### config.mk
export PLATFORM = sky130hd
export DESIGN_NAME = ext_feedback_stage
export DESIGN_NICKNAME = d
export VERILOG_FILES = /design/src/rtl/fptd_pkg.sv /design/src/rtl/ext_feedback_stage_bitclip.sv /design/src/rtl/ext_feedback_stage.sv
export SDC_FILE = /design/constraint.sdc
export NUM_CORES = 1
export LEC_CHECK = 0
export BUFFER_PORTS_ARGS = -buffer_cell sky130_fd_sc_hd__buf_4
export CORE_MARGIN = 8
export CORE_UTILIZATION = 43
export CTS_BUF_LIST = sky130_fd_sc_hd__clkbuf_2
export DETAILED_ROUTE_END_ITERATION = 16
export MAX_ROUTING_LAYER = met4
export PLACE_DENSITY = 0.66
export SLEW_MARGIN = 20
export SYNTH_ARGS = -nofsm -noshare
export SYNTH_HDL_FRONTEND = slang
export SYNTH_SLANG_ARGS = --single-unit
### constraint.sdc
create_clock -name Clock -period 2.4 [get_ports Clock]
set_input_delay 0.12 -clock Clock [delete_from_list [all_inputs] [get_ports Clock]]
set_output_delay 0.12 -clock Clock [all_outputs]
set_load 0.02 [all_outputs]
### src/rtl/fptd_pkg.sv
// Shared definitions for the turbo-decoder feedback path: default widths and
// the extrinsic feedback stage state encoding.
package fptd_pkg;

  localparam int M_DEF          = 6;
  localparam int N_DEF          = 5;
  localparam int HALF_ITERS_DEF = 16;
  localparam int E_DEF          = 8;

  typedef enum logic [1:0] {
    ST_IDLE    = 2'd0,
    ST_RUN     = 2'd1,
    ST_RECOVER = 2'd2,
    ST_DONE    = 2'd3
  } fb_state_e;

endpackage

### src/rtl/ext_feedback_stage_bitclip.sv
// BitClip: signed saturation from N_In bits down to N_Out bits
// (clips to [-2^(N_Out-1), 2^(N_Out-1)-1]); requires N_In >= N_Out.
module BitClip #(
  parameter int N_In  = 7,
  parameter int N_Out = 5
) (
  input  logic signed [N_In-1:0]  din,
  output logic signed [N_Out-1:0] dout
);

  localparam logic signed [N_In-1:0] MAX_V = N_In'((2 ** (N_Out - 1)) - 1);
  localparam logic signed [N_In-1:0] MIN_V = N_In'(-(2 ** (N_Out - 1)));

  // Clip to the output range, otherwise pass the low bits through unchanged
  always_comb begin
    dout = din[N_Out-1:0];
    if (din > MAX_V) begin
      dout = MAX_V[N_Out-1:0];
    end else if (din < MIN_V) begin
      dout = MIN_V[N_Out-1:0];
    end else begin
      dout = din[N_Out-1:0];
    end
  end

endmodule

### src/rtl/ext_feedback_stage.sv
// Extrinsic feedback stage: scales and saturates the Razor-protected extrinsic
// LLR into the next half-iteration's a-priori value, with one-cycle recovery.
module ext_feedback_stage
  import fptd_pkg::*;
#(
  parameter int M          = M_DEF,
  parameter int N          = N_DEF,
  parameter int HALF_ITERS = HALF_ITERS_DEF,
  parameter int E          = E_DEF
) (
  input  logic                Clock,
  input  logic                Reset,
  input  logic                Start,
  input  logic signed [M-1:0] be1_in,
  input  logic                Error_in,
  output logic signed [N-1:0] ba2_out,
  output logic                Stall,
  output logic                Busy,
  output logic                Done,
  output logic                Hard,
  output logic [E-1:0]        Err_count
);

  localparam int            CW       = $clog2(HALF_ITERS + 1);
  localparam logic [CW-1:0] LAST_CNT = CW'(HALF_ITERS - 1);
  localparam logic [E-1:0]  ERR_MAX  = {E{1'b1}};

  fb_state_e            state_r, state_s;
  logic [CW-1:0]        cnt_r, cnt_s;
  logic signed [N-1:0]  ba2_r, ba2_s;
  logic [E-1:0]         err_r, err_s;
  logic signed [M:0]    ext_s;
  logic signed [M:0]    scaled_s;
  logic signed [N-1:0]  clip_s;

  // 0.75 scaling with floor shifts; M+1 bits cannot overflow for any M-bit input
  always_comb begin
    ext_s    = {be1_in[M-1], be1_in};
    scaled_s = (ext_s >>> 1) + (ext_s >>> 2);
  end

  BitClip #(
    .N_In  (M + 1),
    .N_Out (N)
  ) u_clip (
    .din  (scaled_s),
    .dout (clip_s)
  );

  // Next-state logic; RECOVER accepts unconditionally, so Error_in is ignored there
  always_comb begin
    state_s = state_r;
    cnt_s   = cnt_r;
    ba2_s   = ba2_r;
    err_s   = err_r;
    case (state_r)
      ST_IDLE: begin
        if (Start) begin
          state_s = ST_RUN;
          cnt_s   = '0;
          ba2_s   = '0;
          err_s   = '0;
        end else begin
          state_s = ST_IDLE;
        end
      end
      ST_RUN: begin
        if (Error_in) begin
          state_s = ST_RECOVER;
          if (err_r != ERR_MAX) begin
            err_s = err_r + E'(1);
          end else begin
            err_s = err_r;
          end
        end else begin
          ba2_s   = clip_s;
          cnt_s   = cnt_r + CW'(1);
          state_s = (cnt_r == LAST_CNT) ? ST_DONE : ST_RUN;
        end
      end
      ST_RECOVER: begin
        ba2_s   = clip_s;
        cnt_s   = cnt_r + CW'(1);
        state_s = (cnt_r == LAST_CNT) ? ST_DONE : ST_RUN;
      end
      ST_DONE: begin
        state_s = ST_IDLE;
      end
      default: begin
        state_s = ST_IDLE;
      end
    endcase
  end

  // State and datapath registers with synchronous reset
  always_ff @(posedge Clock) begin
    if (Reset) begin
      state_r <= ST_IDLE;
      cnt_r   <= '0;
      ba2_r   <= '0;
      err_r   <= '0;
    end else begin
      state_r <= state_s;
      cnt_r   <= cnt_s;
      ba2_r   <= ba2_s;
      err_r   <= err_s;
    end
  end

  assign ba2_out   = ba2_r;
  assign Err_count = err_r;
  assign Stall     = (state_r == ST_RECOVER);
  assign Busy      = (state_r == ST_RUN) || (state_r == ST_RECOVER);
  assign Done      = (state_r == ST_DONE);
  assign Hard      = (state_r == ST_DONE) && ba2_r[N-1];

endmodule

==> results.md, run 1 <==
- WL/cell: 13.1 um
- Worst Tran Pin Value: around 0.41 ns
- Slew Limit Fails: 0
- First-pass GRT wire length: ~4400 um
- Vias in the first global route: 1001
- Pre-antenna DRT Iters: 4
- Ys async rst share: 0%
- Crit path cell chain: inv_1, ha_1, nor2b_1, and3_2, o21ai_1, or3_1, o21ai_1
- Root Driver: clkbuf_2
- Inserted Diodes: 0
- Grt ovf: 0
- Period utilisation layout: 80.7%
- Clock transition at path regs: roughly 0.20 ns
- Leakage: between 0.0006 and 0.0007 uW
- Post-detail-place hpwl: 2010 um
- TritonCTS Sinks: 20
- Cell taking the most area after synthesis: dfxtp_1
- GR Util All Layers: 12.2%
- Yosys reg bits: 20
- CORE AREA: 2690 um^2
- Slowest cell on crit path: ha_1
- Count leader, synth: dfxtp_1
- CP endpoint kind: register
- Ports: 27
- Starting Density: 43.9%
- Critical path type: register to register
- DRC: 0
- Starting DRT DRC Count: 98
- Outcome: finished, final reports clean
- Final net count: 196
- Max-Cap Viols: 0
- Syn. warnings: 0
- Final worst slack: 0.463 ns
- Die X: 68.4 um
- Final-report hold violation count: 0
- Cts repair resizes: 0
- Placed cell areas: 1390 um^2
- Non-filler cells, final: 203
- Clk buf depth: 2
- Vias per cell: 5.39
- PwrDens: 517 nW/um^2
- PortBufs: 25
- Hold Buf Count CTS: 0
- Area Overhead vs Synth: 21.4%
- Inst Count DP: 199
- Drt total wl: 2660 um
- Syn_area_per_cell: between 8 and 9 um^2
- Worst hold slack: around 0.077 ns
- Design area: ~1400 um^2
- Initial antenna violation count: 0
- Vert. Die Dim: between 60 and 70 um
- Worst Setup Start Kind: register
- Clock latency on the worst-skew pair: 0.32 ns
- Crit path max fanout: 10
- Synthesized area: 1180 um^2
- Vias: 1094
- Fillers: approximately 260
- Register area share after synthesis: 33.9%
- Clock skew: between 0.003 and 0.004 ns
- Number of synthesized flops with an enable pin: 0
- H-tree depth: 1
- Final setup fails: 0
- CP max stage delay: 0.41 ns
- CTS Buf Count: 3
- RSZ-0062 raised after global routing: false
- Fmax: approximately 0.52 GHz
- Routability cong.: approximately 0.80
- Pre-CTS setup slack: about 0.53 ns
- # rows: 19
- Die Area: 4680 um^2
- Setup Fix Bufs, Post-CTS: 0
- Yosys top cell area share: around 34%
- Share of cells above drive strength 1: 19.8%
- TNS Setup: 0 ns
- Synth top area cells: dfxtp_1 (34%), ha_1 (13%), a21oi_1 (7.6%)
- CP most frequent cell: o21ai_1
- Worst ir drop on vdd: 381 uV
- CTS tree: built
- Min-Delay Path Class: primary input to register
- Synth Flop Type: dfxtp_1
- Largest net degree at the start of global routing: 17
- Distinct cell type count after synthesis: 38
- Crit path DAT: 2.21 ns
- Crit path time final: between 1.5 and 2 ns
- Final ANT Viol Nets: 0
- Critical Path RT: 2.68 ns
- Top cells by count, synth: dfxtp_1 (20), a21oi_1 (18), nand2_1 (18)
- Mapped Nets: 169
- Slew headroom: 72.6%
- Post-Syn Instances: 146
[where the power goes]
group          leakage, uW  total (uW)  switching, uW  internal [uW]
Sequential        0.000162         348           7.00            341
Clock            0.0000266         253            109            144
Combinational     0.000441         140           83.8           55.8
Total             0.000629         740            200            540
[through the flow]
step / total power, uW / util, %
2_1_floorplan: 452 / -
3_3_place_gp: 490 / 51.7
3_5_place_dp: 494 / 51.7
4_1_cts: 749 / 53.3
5_1_grt: 778 / 53.3
6_report: 740 / 53.3
[worst max-delay path, delay by kind of cell (launching register included)]
kind	cells	cell delay, ns
simple gates	3	0.78
fa+ha+maj	1	0.41
flops	1	0.39
compound gates	2	0.21
buf+inv	1	0.10
[cells by family after synthesis]
| logic type | after synthesis | share of synthesized area (%) |
|---|---|---|
| AND/OR/NAND/NOR | 56 | 22.5 |
| AO/OA/AOI/OAI | 43 | 23.0 |
| flip-flops | 20 | 33.9 |
| adder cells (fa/ha/maj) | 13 | 14.4 |
| buffers and inverters | 12 | 4.67 |
| XOR/XNOR | 2 | 1.48 |
[cells in the final DEF, fill, tap and decap left out, drive strengths merged, types with 2 or more instances in the layout]
cell type  instances
a21o               2
a21oi             18
and3               4
buf               25
clkbuf             3
dfxtp             20
ha                12
inv                9
nand2             18
nand2b             2
nand3              8
nor2              15
nor2b              2
nor3               2
o21ai             12
xnor2              2
[cell type report]
cell class	count	area (um^2)	area share, %
clock buffer	3	15.0	1.05
clock inverter	1	30.0	2.10
inverter	9	36.3	2.53
multi-input combinational	114	724	50.6
sequential	20	400	27.9
tap	31	38.8	2.71
timing repair buffer	25	188	13.1
[layer usage]
metal | wire [um] | vias up | global-route usage (%)
li1 | - | 565 | -
met1 | 1200 | 498 | 13.9
met2 | 1290 | 27 | 20.4
met3 | 164 | 4 | 2.62
met4 | 16 | 0 | 4.35
met5 | 0 | - | -
[worst paths after layout]
kind              start      endpoint  slack [ns]  cells past startpoint
min reg2reg  ba2_out[0]    ba2_out[0]        0.47                      2
max          state_r[1]  Err_count[6]        0.46                      7
min               Reset    ba2_out[0]        0.08                      2
max reg2reg  state_r[1]  Err_count[6]        0.46                      7
[state kept, by name, summed over array words and instances (netlist names)]
register and flops:
state_r 2, ba2_out 5, cnt_r 5, Err_count 8
Power figures use the tool's default switching activity.
==> run 2: changes to the inputs <==
- clock period: 2.4 -> 1.88 ns (I/O delays scaled with it)
==> run 2 against run 1 <==
Effect of this change:
- combinational power grew 41%
- largest power group unchanged
- critical endpoint unchanged
- final cell count up 2.5%
- sequential share of layout area decreased by 0.89 points
==> results.md, run 2 (same netlist as run 1, synthesis figures left out) <==
- RSZ-0062 raised after global routing: false
- Final ANT Viol Nets: 0 (unchanged)
- Final net count: 201 (+2.6%)
- Reg power frac: 46.2% (-0.8 points)
- Crit path max fanout: 5 (-5)
- Flip-flop count of the largest register after layout: 8 (unchanged)
- DRC: 0 (unchanged)
- Crit path DAT: 2.04 ns (-0.17 ns)
- Post-detail-place hpwl: 2170 um (+7.8%)
- Vias in the first global route: 1111 (+11%)
- Hold Crit Endpoint: ba2_out[3]
- Inst Count DP: 204 (+2.5%)
- PwrDens: 647 nW/um^2 (+25%)
- Most common cell after layout, fill and taps aside: buf_4
- H-tree depth: 1 (unchanged)
- Starting Density: 43.9% (unchanged)
- Vias per cell: 5.41 (+0.36%)
- HP Start: Reset
- Die Area: 4680 um^2 (unchanged)
- Placed cell areas: 1430 um^2 (+2.7%)
- Clk buf depth: 2 (unchanged)
- Clock power frac: 33.2% (-1.0 points)
- Routability cong.: 0.816 (+1.9%)
- R2R depth: 7 (unchanged)
- Vert. Die Dim: 68.4 um (unchanged)
- Hold depth: 2 (unchanged)
- Sw Ratio: 26.8% (-0.22 points)
- Grt ovf: 0 (unchanged)
- Period utilisation layout: 94.5% (+14 points)
- CTS Buf Count: 3 (unchanged)
- Clock skew: 0.00299 ns (-0.000487 ns)
- Drt total wl: 2800 um (+5.0%)
- Pre-antenna DRT Iters: 4 (unchanged)
- Clock latency on the worst-skew pair: 0.31 ns (about the same)
- PortBufs: 25 (unchanged)
- Share of cells above drive strength 1: 24.3% (+4.5 points)
- TritonCTS Sinks: 20 (unchanged)
- Power, Total: 963 uW (+30%)
- Combinational share of power: 20.6% (+1.7 points)
- Int Power: 705 uW (+30%)
- Worst R2R End: Err_count[6]
- Inserted Diodes: 0 (unchanged)
- TNS Setup: 0 ns (unchanged)
- CP endpoint kind: register
- First-pass GRT wire length: 4610 um (+5.0%)
- # rows: 19 (unchanged)
- Initial antenna violation count: 0 (unchanged)
- Root Driver: clkbuf_2
- Final setup fails: 0 (unchanged)
- Largest net degree at the start of global routing: 17 (unchanged)
- Die X: 68.4 um (unchanged)
- Commonest non-fill, non-tap cells in the layout: buf_4 (30), dfxtp_1 (18), nand2_1 (18)
- Vias: 1125 (+2.8%)
- Worst ir drop on vdd: 544 uV (+42%)
- WL/cell: 13.4 um (+2.4%)
- Crit path time final: 1.78 ns (-0.160 ns)
- Switching power total: 258 uW (+29%)
- Setup Fix Bufs, Post-CTS: 0 (unchanged)
- R2R Setup Slk: 0.10 ns (-0.36 ns)
- Ports: 27 (unchanged)
- Non-filler cells, final: 208 (+2.5%)
- Leakage: 0.000656 uW (+4.3%)
- Slew headroom: 76.3% (+3.7 points)
- Worst R2R Start: state_r[0]
- Slew Limit Fails: 0 (unchanged)
- Clock transition at path regs: 0.20 ns (about the same)
- Final-report hold violation count: 0 (unchanged)
- Worst Setup Start Kind: register
- Area Overhead vs Synth: 26.2%
- Outcome: finished, final reports clean
- Min-Delay Path Class: primary input to register
- CTS tree: built
- Worst Tran Pin Value: 0.353 ns (-0.0584 ns)
- Starting DRT DRC Count: 80 (-18%)
- Design area: 1490 um^2 (+3.9%)
- Critical path type: register to register
- Fmax: 0.563 GHz (+9.0%)
- CORE AREA: 2690 um^2 (unchanged)
- GR Util All Layers: 13.0% (+0.77 points)
- Max-Cap Viols: 0 (unchanged)
- Critical Path RT: 2.14 ns (-0.54 ns)
-- run 2: cell count changes in the layout (fill, tap and decap cells not counted), sizes merged --
cell  before  now
buf       25   30
-- run 2: power groups by stage --
stage | registers (uW) | logic (uW) | clock network, uW
finish | 445 | 198 | 320
global route | 447 | 220 | 346
CTS | 443 | 196 | 328
detailed placement | 451 | 195 | 0
global placement | 451 | 189 | 0
floorplan | 458 | 119 | 0
-- run 2: final cells by class --
class / instances / area [um^2]
clock buffer: 3 / 15.0
clock inverter: 1 / 30.0
fill: 266 / 1200
inverter: 9 / 36.3
multi-input combinational: 114 / 741
sequential: 20 / 403
tap: 31 / 38.8
timing repair buffer: 30 / 225
-- run 2: repair_timing --
item	in CTS	in global routing
hold buffers	0	0
setup endpoints to repair	0	5
hold endpoints to repair	0	0
resized for setup	0	5
-- run 2: how the worst max path moves through the flow --
stage,from,end,slack (ns)
3_5_place_dp,state_r[1],Err_count[6],0.13
5_1_grt,state_r[0],Err_count[6],0.02
6_report,state_r[0],Err_count[6],0.10
4_1_cts,state_r[1],Err_count[6],0.06
3_3_place_gp,state_r[1],Err_count[6],0.15
2_1_floorplan,Err_count[0],Err_count[4],0.21
-- run 2: metrics by stage --
| stage | setup slack (ns) | utilization (%) | hold WS, ns |
|---|---|---|---|
| finish | 0.103 | 55.4 | 0.0670 |
| global route | 0.0165 | 55.4 | 0.0254 |
| CTS | 0.0599 | 54.7 | 0.0407 |
| detailed placement | 0.126 | 53.1 | 0.419 |
| global placement | 0.150 | 53.1 | 0.405 |
| floorplan | 0.212 | - | 0.163 |
-- run 2: critical path, stage by stage, from the launching register on --
cell and delay (ns):
dfxtp_2 0.43, inv_1 0.09, ha_1 0.26, nand2b_1 0.15
and3_2 0.25, o21ai_1 0.14, or3_1 0.34, o21ai_1 0.07
-- run 2: layer usage --
metal / share of wire [%] / GRT usage [%] / vias to the layer above
li1: - / - / 577
met1: 42 / 13.4 / 522
met2: 53 / 23.8 / 26
met3: 4.7 / 2.13 / 0
met4: 0 / 4.86 / 0
met5: 0 / - / -
==> run 3: changes to the inputs <==
- CORE_ASPECT_RATIO: default -> 0.8
==> run 3 against run 2 <==
Effect of this change:
- final cell count up 3.4%
- power down 15%
- routed wire length down 5.8%
- first-iteration DRC count down 45%
- maximum frequency up 4.3%
- register-to-register slack better by 0.07 ns
- sequential share of layout area up 0.56 points
- die area up 0.23%
- clock skew up 0.0012 ns
- critical path type unchanged
- largest cell class unchanged
- highest routed layer is now met4
==> results.md, run 3 (same netlist as run 1, synthesis figures left out) <==
- PortBufs: 25 (unchanged)
- Vias in the first global route: 1057 (-4.9%)
- Crit path max fanout: 5 (unchanged)
- Die Area: 4690 um^2 (+0.23%)
- H-tree depth: 1 (unchanged)
- Final net count: 201 (unchanged)
- Hold depth: 2 (unchanged)
- Outcome: finished, final reports clean
- Slew headroom: 77.3% (+0.95 points)
- CP endpoint kind: register
- Final-report hold violation count: 0 (unchanged)
- RSZ-0062 raised after global routing: false
- TNS Setup: 0 ns (unchanged)
- Clock latency on the worst-skew pair: 0.32 ns (about the same)
- Hold Buf Count CTS: 0 (unchanged)
- Clock transition at path regs: 0.19 ns (about the same)
- GR Util All Layers: 12.5% (-0.44 points)
- Worst R2R Start: state_r[1]
- Most common cell after layout, fill and taps aside: buf_4
- DRC: 0 (unchanged)
- Post-layout util: 54.4% (-0.99 points)
- Worst Setup Start Kind: register
- Routability cong.: 0.786 (-3.6%)
- Cts repair resizes: 0 (unchanged)
- Fillers: 281 (+5.6%)
- Starting Density: 44.0% (+0.10 points)
- Worst R2R End: Err_count[6]
- Hold Crit Endpoint: Err_count[1]
- Period utilisation layout: 90.7% (-3.9 points)
- Share of cells above drive strength 1: 23.2% (-1.1 points)
- Starting DRT DRC Count: 44 (-45%)
- Max-Cap Viols: 0 (unchanged)
- Pre-antenna DRT Iters: 4 (unchanged)
- First-pass GRT wire length: 4660 um (+1.2%)
- Critical Path RT: 2.16 ns (+0.02 ns)
- Crit path DAT: 1.98 ns (-0.06 ns)
- Die X: 74.6 um (+9.0%)
- CTS tree: built
- R2R Setup Slk: 0.18 ns (+0.07 ns)
- Drt total wl: 2640 um (-5.8%)
- Worst Setup SP: state_r[1]
- Worst Tran Pin Value: 0.338 ns (-0.0142 ns)
- Clk buf depth: 2 (unchanged)
- Final setup fails: 0 (unchanged)
- R2R depth: 7 (unchanged)
- Ports: 27 (unchanged)
- CTS Buf Count: 3 (unchanged)
- Vias: 1096 (-2.6%)
- Min-Delay Path Class: primary input to register
- Worst ir drop on vdd: 279 uV (-49%)
- Area Overhead vs Synth: 23.6%
- WL/cell: 12.3 um (-8.8%)
- Final ANT Viol Nets: 0 (unchanged)
- Grt ovf: 0 (unchanged)
- # rows: 17 (-2)
- Area of the multi-input gates: 728 um^2 (-1.7%)
- Initial antenna violation count: 0 (unchanged)
- Clock skew: 0.00422 ns (+0.00122 ns)
- CORE AREA: 2680 um^2 (-0.23%)
- Commonest non-fill, non-tap cells in the layout: buf_4 (30), dfxtp_1 (18), nand2_1 (18)
- TritonCTS Sinks: 20 (unchanged)
- HP Start: Reset
- Slew Limit Fails: 0 (unchanged)
- Root Driver: clkbuf_2
- Vert. Die Dim: 62.9 um (-8.1%)
- PwrDens: 563 nW/um^2 (-13%)
- Crit path time final: 1.70 ns (-0.0726 ns)
- Critical path type: register to register
- Leakage: 0.000642 uW (-2.1%)
- Vias per cell: 5.10 (-5.7%)
- Flip-flop count of the largest register after layout: 8 (unchanged)
- Inserted Diodes: 0 (unchanged)
- Setup Fix Bufs, Post-CTS: 0 (unchanged)
- Post-detail-place hpwl: 2160 um (-0.61%)
- Register Area: 403 um^2 (unchanged)
- Largest net degree at the start of global routing: 17 (unchanged)
- Fmax: 0.587 GHz (+4.3%)
run 3: changes by cell type in the layout (fill, tap and decap cells not counted), sizes merged:
| cell | delta |
|---|---|
| bufinv | -1 |
| clkinv | +1 |
run 3: critical path, cell delays in order, from the launching register on:
cell	delay, ns
dfxtp_2	0.38
inv_1	0.07
ha_1	0.26
nor2b_1	0.19
and3_2	0.23
o21ai_1	0.13
or3_1	0.33
o21ai_1	0.08
run 3: area by class of cell:
| type | count | share of cell area, % |
|---|---|---|
| clock buffer | 3 | 1.03 |
| tap | 38 | 3.26 |
| timing repair buffer | 30 | 15.4 |
| clock inverter | 1 | 0.257 |
| multi-input combinational | 114 | 49.9 |
| sequential | 20 | 27.6 |
| inverter | 9 | 2.49 |
run 3: metal layers:
layer / GRT usage (%) / vias up / share of wire (%) / routed length (um)
met1: 15.6 / 501 / 48 / 1260
met5: - / - / 0 / 0
met3: 3.53 / 4 / 4.6 / 121
li1: - / 573 / - / -
met2: 19.2 / 18 / 47 / 1230
met4: 2.93 / 0 / 0.80 / 21
run 3: worst max-delay path by stage:
stage / endpoint / slack (ns) / cells past startpoint
6_report: Err_count[6] / 0.18 / 7
5_1_grt: Err_count[6] / 0.03 / 7
4_1_cts: Err_count[6] / 0.11 / 7
3_5_place_dp: Err_count[6] / 0.15 / 7
3_3_place_gp: ba2_out[0] / 0.20 / 9
2_1_floorplan: Err_count[4] / 0.21 / 6
run 3: report_power, final:
part,internal (uW),switching (uW)
registers,435,7.93
clock network,46.3,137
logic,83.6,111
run 3: per-stage QoR:
step / total power, uW / hold WS (ns) / instances / setup WS (ns) / cell area, um^2
after CTS: 831 / 0.0122 / 215 / 0.112 / 1450
final: 821 / 0.0326 / 215 / 0.175 / 1460
after detailed placement: 644 / 0.395 / 211 / 0.151 / 1430
after global placement: 641 / 0.399 / 211 / 0.197 / 1430
after floorplan: 577 / 0.163 / 146 / 0.212 / 1180
after global routing: 874 / 0.0222 / 215 / 0.0344 / 1460
